`src/rtl/mvau_chk_pkg.sv`:
```
// Shared definitions for the MVAU output-stream checker.
//   - geometry helpers: beat count, lane-counter width, beat-address width, lane-index width
//   - default-geometry lane/beat types (PE=4, TDstI=16)
//   - checker FSM state encoding
//   - backpressure LFSR taps (x^16 + x^14 + x^13 + x^11 + 1)
package mvau_chk_pkg;

   localparam logic [15:0] LFSR_TAPS = 16'hB400;

   localparam int unsigned DEF_PE    = 4;
   localparam int unsigned DEF_TDSTI = 16;

   typedef logic [DEF_TDSTI-1:0] lane_t;
   typedef lane_t [DEF_PE-1:0]   beat_t;

   typedef enum logic [1:0] {IDLE, RUN, DRAIN, DONE} chk_state_t;

   function automatic int calc_beats(int mmv, int act_w, int matrix_h, int pe);
      return mmv * act_w * matrix_h / pe;
   endfunction

   function automatic int calc_cw(int beats, int pe);
      return $clog2(beats * pe + 1);
   endfunction

   // One address bit minimum so a single-beat run still has a legal port.
   function automatic int calc_aw(int beats);
      return (beats > 1) ? $clog2(beats) : 1;
   endfunction

   function automatic int calc_lw(int pe);
      return (pe > 1) ? $clog2(pe) : 1;
   endfunction

endpackage

```
`src/rtl/mvau_chk_lfsr.sv`:
```
// 16-bit Fibonacci LFSR used to pace checker backpressure.
//   aclk, aresetn : clock, async active-low reset (state returns to SEED)
//   en            : advance one step this cycle
//   q             : low OUT_W bits of the LFSR state
module mvau_chk_lfsr
   import mvau_chk_pkg::*;
#(
   parameter logic [15:0] SEED  = 16'hACE1,
   parameter int          OUT_W = 4
) (
   input  logic             aclk,
   input  logic             aresetn,
   input  logic             en,
   output logic [OUT_W-1:0] q
);

   logic [15:0] lfsr_q, lfsr_d;
   logic        fb;

   always_comb begin
      fb     = ^(lfsr_q & LFSR_TAPS);
      lfsr_d = en ? {lfsr_q[14:0], fb} : lfsr_q;
   end

   always_ff @(posedge aclk or negedge aresetn) begin
      if (!aresetn) lfsr_q <= SEED;
      else          lfsr_q <= lfsr_d;
   end

   assign q = lfsr_q[OUT_W-1:0];

endmodule

```
`config.mk`:
```
export PLATFORM = sky130hd
export DESIGN_NAME = mvau_chk_lfsr
export DESIGN_NICKNAME = d
export VERILOG_FILES = /design/src/rtl/mvau_chk_pkg.sv /design/src/rtl/mvau_chk_lfsr.sv
export SDC_FILE = /design/constraint.sdc
export NUM_CORES = 1
export LEC_CHECK = 0
export ABC_AREA = 1
export ABC_CLOCK_PERIOD_IN_PS = 1220
export BUFFER_PORTS_ARGS = -buffer_cell sky130_fd_sc_hd__buf_4
export CAP_MARGIN = 40
export CORE_MARGIN = 5
export CORE_UTILIZATION = 54
export DETAILED_ROUTE_END_ITERATION = 10
export GPL_ROUTABILITY_DRIVEN = 0
export MAX_ROUTING_LAYER = met4
export PLACE_DENSITY = 0.81
export RECOVER_POWER = 25
export SLEW_MARGIN = 20
export SYNTH_ARGS = -nofsm -noshare
export SYNTH_HDL_FRONTEND = slang
export SYNTH_SLANG_ARGS = --single-unit
export TNS_END_PERCENT = 5
```
`constraint.sdc`:
```
create_clock -name aclk -period 1.22 [get_ports aclk]
set_input_delay 0.244 -clock aclk [delete_from_list [all_inputs] [get_ports aclk]]
set_output_delay 0.244 -clock aclk [all_outputs]
set_load 0.01 [all_outputs]
```
; ---- Word-level counts from Yosys, hierarchy flattened
; Cells that the tools add are included.
[word_totals]
reg_bits = 16
in_bits = 3
output_inout_bits = 4
[classes]
n_reduce_logical = 1
[ops]
columns = cell, n
row1 = $reduce_xor 16->1, 1

; ---- Depth between registers and ports, before layout
[depth]
ltp_word = 1
ltp_mapped = 6
mapped_depth_nobuf = 6

; ---- Least setup slack after synthesis
; OpenSTA, ideal clock, no wires.
[synth_timing]
path_kind = register -> register
from = register lfsr_q[10]
to = register lfsr_q[0]
t_arrival_ns = 0.835
required_ns = 1.160
path_slack_ns = 0.325
stages_incl_launch_ff = 7
n_path_buf = 0
period_less_slack_ns = 0.895
cell_sequence = dfstp_2 inv_1 nand2_1 nand2_1 nand2_1 nand3_1 nand2_1
[synth_via]
elab_chain_len = 1
[synth_lines]
columns = item, line
row1 = start: declaration, mvau_chk_lfsr.sv:17  ; logic [15:0] lfsr_q, lfsr_d;
row2 = start signal: assignment, mvau_chk_lfsr.sv:27  ; else lfsr_q <= lfsr_d;
row3 = $reduce_xor 16->1, mvau_chk_lfsr.sv:21  ; fb = ^(lfsr_q & LFSR_TAPS);
; Every way passes these cells.
; A chain may end at the register's enable or synchronous reset.

; ---- Worst setup path after layout
[layout_timing]
from = register lfsr_q[0]
to = output q[0]
[layout_rtl]
columns = item, line
row1 = end: declaration, mvau_chk_lfsr.sv:14  ; output logic [OUT_W-1:0] q
; No word-level cell between the ends.

==> impl_metrics.csv <==
group,metric,value,unit
grt,top_usage_layer,"met2",
power,power_leakage,0.375,nW
timing,setup_violations,0,
timing,tightest_slew,0.395,ns
timing,hold_slack,0.284,ns
clock_tree,cts.sinks,16,
floorplan,rows,13,
synth,synth-edff-count,0,
floorplan,core_area,0.00130,sq mm
synth,synthTopCellsByCount,"30 x nand2_1, 9 x inv_1, 8 x dfrtp_1, 8 x dfstp_2, 8 x o21ai_0",
critical_path,critPathMaxStageDelay,0.54,ns
critical_path,r2r_start,"lfsr_q[10]",
detailed_routing,routed_via_density,4.72,
critical_path,required,0.98,ns
clock_tree,clk-insertion-delay-late,0.28,ns
critical_path,crit_family,"flip-flops",
timing,hold_violations,0,
final_layout,fillerInstances,118,
placed_design,placed_area,731,sq um
synth,yosysUniqueCellTypes,13,
synth,synthTopCellsByArea,"dfstp_2 28%, dfrtp_1 27%, nand2_1 15%",
grt,met1_usage,0.182,
critical_path,arrival,0.93,ns
critical_path,crit_chain,"buf_4",
run_status,status,"finished, final reports clean",
timing,relSlewSlack,0.736,
grt,grt_first_pass_wirelength,2.19,mm
grt,grtUsageMet3,0.0230,
synth,synthesis.area,739,sq um
final_layout,largest_reg_flops,16,
clock_tree,cts_tree,"built",
floorplan,die_w,47.0,um
floorplan,ioPinCount,7,
timing,finalCritPeriodShare,0.965,
synth,synth_top_area_frac,0.284,
detailed_routing,drt_iter0_drc,6,
floorplan,die_y,47.0,um
min_path,hold_class,"input port to flip-flop",
synth,yosys_warnings,0,
clock_tree,cts_max_path_buffers,2,
flow_run,maxCapViolations,0,
grt,gr-usage-met2,0.230,
timing,fmax,849,MHz
final_layout,nNetsFinal,89,
detailed_routing,detail_route.wl_per_cell,11.8,um
grt,track_usage,0.145,
grt,grt_overflow,0,
clock_tree,cts_buffers,3,
timing,fin_setup_tns,0,ns
synth,synth_ff_type,"dfstp_2",
grt,grt_max_degree,20,
grt,grt_pass1_vias,526,
final_layout,drive_above_1_share,0.294,
critical_path,end_kind,"output pin",
timing,finalMaxSlewViolations,0,
critical_path,cp-start-kind,"flip-flop",
critical_path,critPathKind,"flip-flop to output pin",
critical_path,worst-path-buf-inv,1,
detailed_routing,drt_wl_total,1.18,mm
final_layout,top_regs,"lfsr_q (16)",
final_layout,synthToLayoutAreaGrowth,5.75,%
placed_design,dpl.hpwl,811,um
min_path,min_from,"en",
synth,syn-num-nets,83,
power,powerDensity,1780,mW/mm^2
synth,yosysSeqAreaShare,0.555,
clock_tree,h-tree-depth,1,
synth,synth_top_cell_by_area,"dfstp_2",
timing,min_period,1.18,ns
grt,antenna_found_initial,0,
timing,rsz0062_at_grt,"false",
power,peakVddDrop,0.000981,V
critical_path,startpoint,"lfsr_q[0]",
final_layout,top_register,"lfsr_q",
floorplan,fp.dieArea,0.00221,sq mm
clock_tree,clkTransAtPathRegs,0.09,ns
placed_design,portBuffers,6,
synth,ys_seq_elements,16,
detailed_routing,drc,0,
critical_path,critPathSlowestCell,"dfstp_2",
final_layout,diodes,0,
timing,finClkSkew,0.00118,ns
synth,syn_inst,80,
detailed_routing,ant_nets,0,
final_layout,stdcell_area,782,sq um
detailed_routing,drtPass1Iterations,2,
synth,syn_avg_cell_area,9.24,sq um
synth,ys_async_sr_fraction,1.00,
critical_path,path_max_fanout,2,
clock_tree,clockRootBuffer,"clkbuf_4",
detailed_routing,dr_total_vias,472,
synth,synth_most_common_cell,"nand2_1",
floorplan,start_util,0.568,
[power by group]
| part | total, mW | switching (mW) | internal (mW) |
|---|---|---|---|
| Clock | 0.349 | 0.167 | 0.182 |
| Combinational | 0.311 | 0.175 | 0.136 |
| Sequential | 0.736 | 0.0607 | 0.675 |
| Total | 1.40 | 0.403 | 0.993 |
[cell usage in the layout, fill, tap and decap left out]
cell	synthesis	routed
o21ai_2	5	5
clkbuf_4	0	3
clkbuf_8	0	1
dfrtp_1	8	8
inv_1	9	9
buf_4	4	6
nand2_1	30	30
inv_6	1	1
nor2_1	2	2
dlygate4sd3_1	0	1
nand3_1	1	1
clkbuf_2	0	1
o21ai_0	8	8
o21ai_1	1	1
dfstp_2	8	8
[per-stage QoR]
stage,setup WS (ns),cells,util,power (mW)
6_report,0.0426,100,0.601,1.40
5_1_grt,0.00679,100,0.601,1.50
3_3_place_gp,0.284,94,0.562,1.03
2_1_floorplan,0.325,80,-,0.986
4_1_cts,0.00228,99,0.597,1.40
3_5_place_dp,0.231,94,0.562,1.05
[layer usage]
metal	wire, um	part of all wire
met3	30	0.026
met4	8	0.0068
met5	0	0
met1	574	0.49
met2	561	0.48
[area by class of cell]
type / count / area, sq um / area share
clock buffer: 4 / 36.3 / 0.0464
sequential: 16 / 410 / 0.525
timing repair buffer: 8 / 60.1 / 0.0768
multi-input combinational: 47 / 214 / 0.274
inverter: 10 / 42.5 / 0.0544
tap: 15 / 18.8 / 0.0240
[final timing paths]
path | to | cells after the start | slack (ns)
setup / recovery | q[0] | 1 | 0.04
hold / removal | lfsr_q[15] | 3 | 0.28
setup reg to reg | lfsr_q[0] | 6 | 0.21
hold reg to reg | lfsr_q[7] | 2 | 0.48
max in group asynchronous | lfsr_q[7] | 2 | 0.50
min in group asynchronous | lfsr_q[4] | 2 | 0.40
[cell families after synthesis]
family,share of synthesized area
compound gates,0.120
buf+inv,0.156
flops,0.555
simple gates,0.169
[timing repair]
item                                    in CTS  in global routing
resized for setup                            0                  0
setup buffers                                0                  1
endpoints found under the setup margin       0                  1
endpoints found under the hold margin        8                  0
hold buffers                                 1                  0
Power figures use the tool's default switching activity.
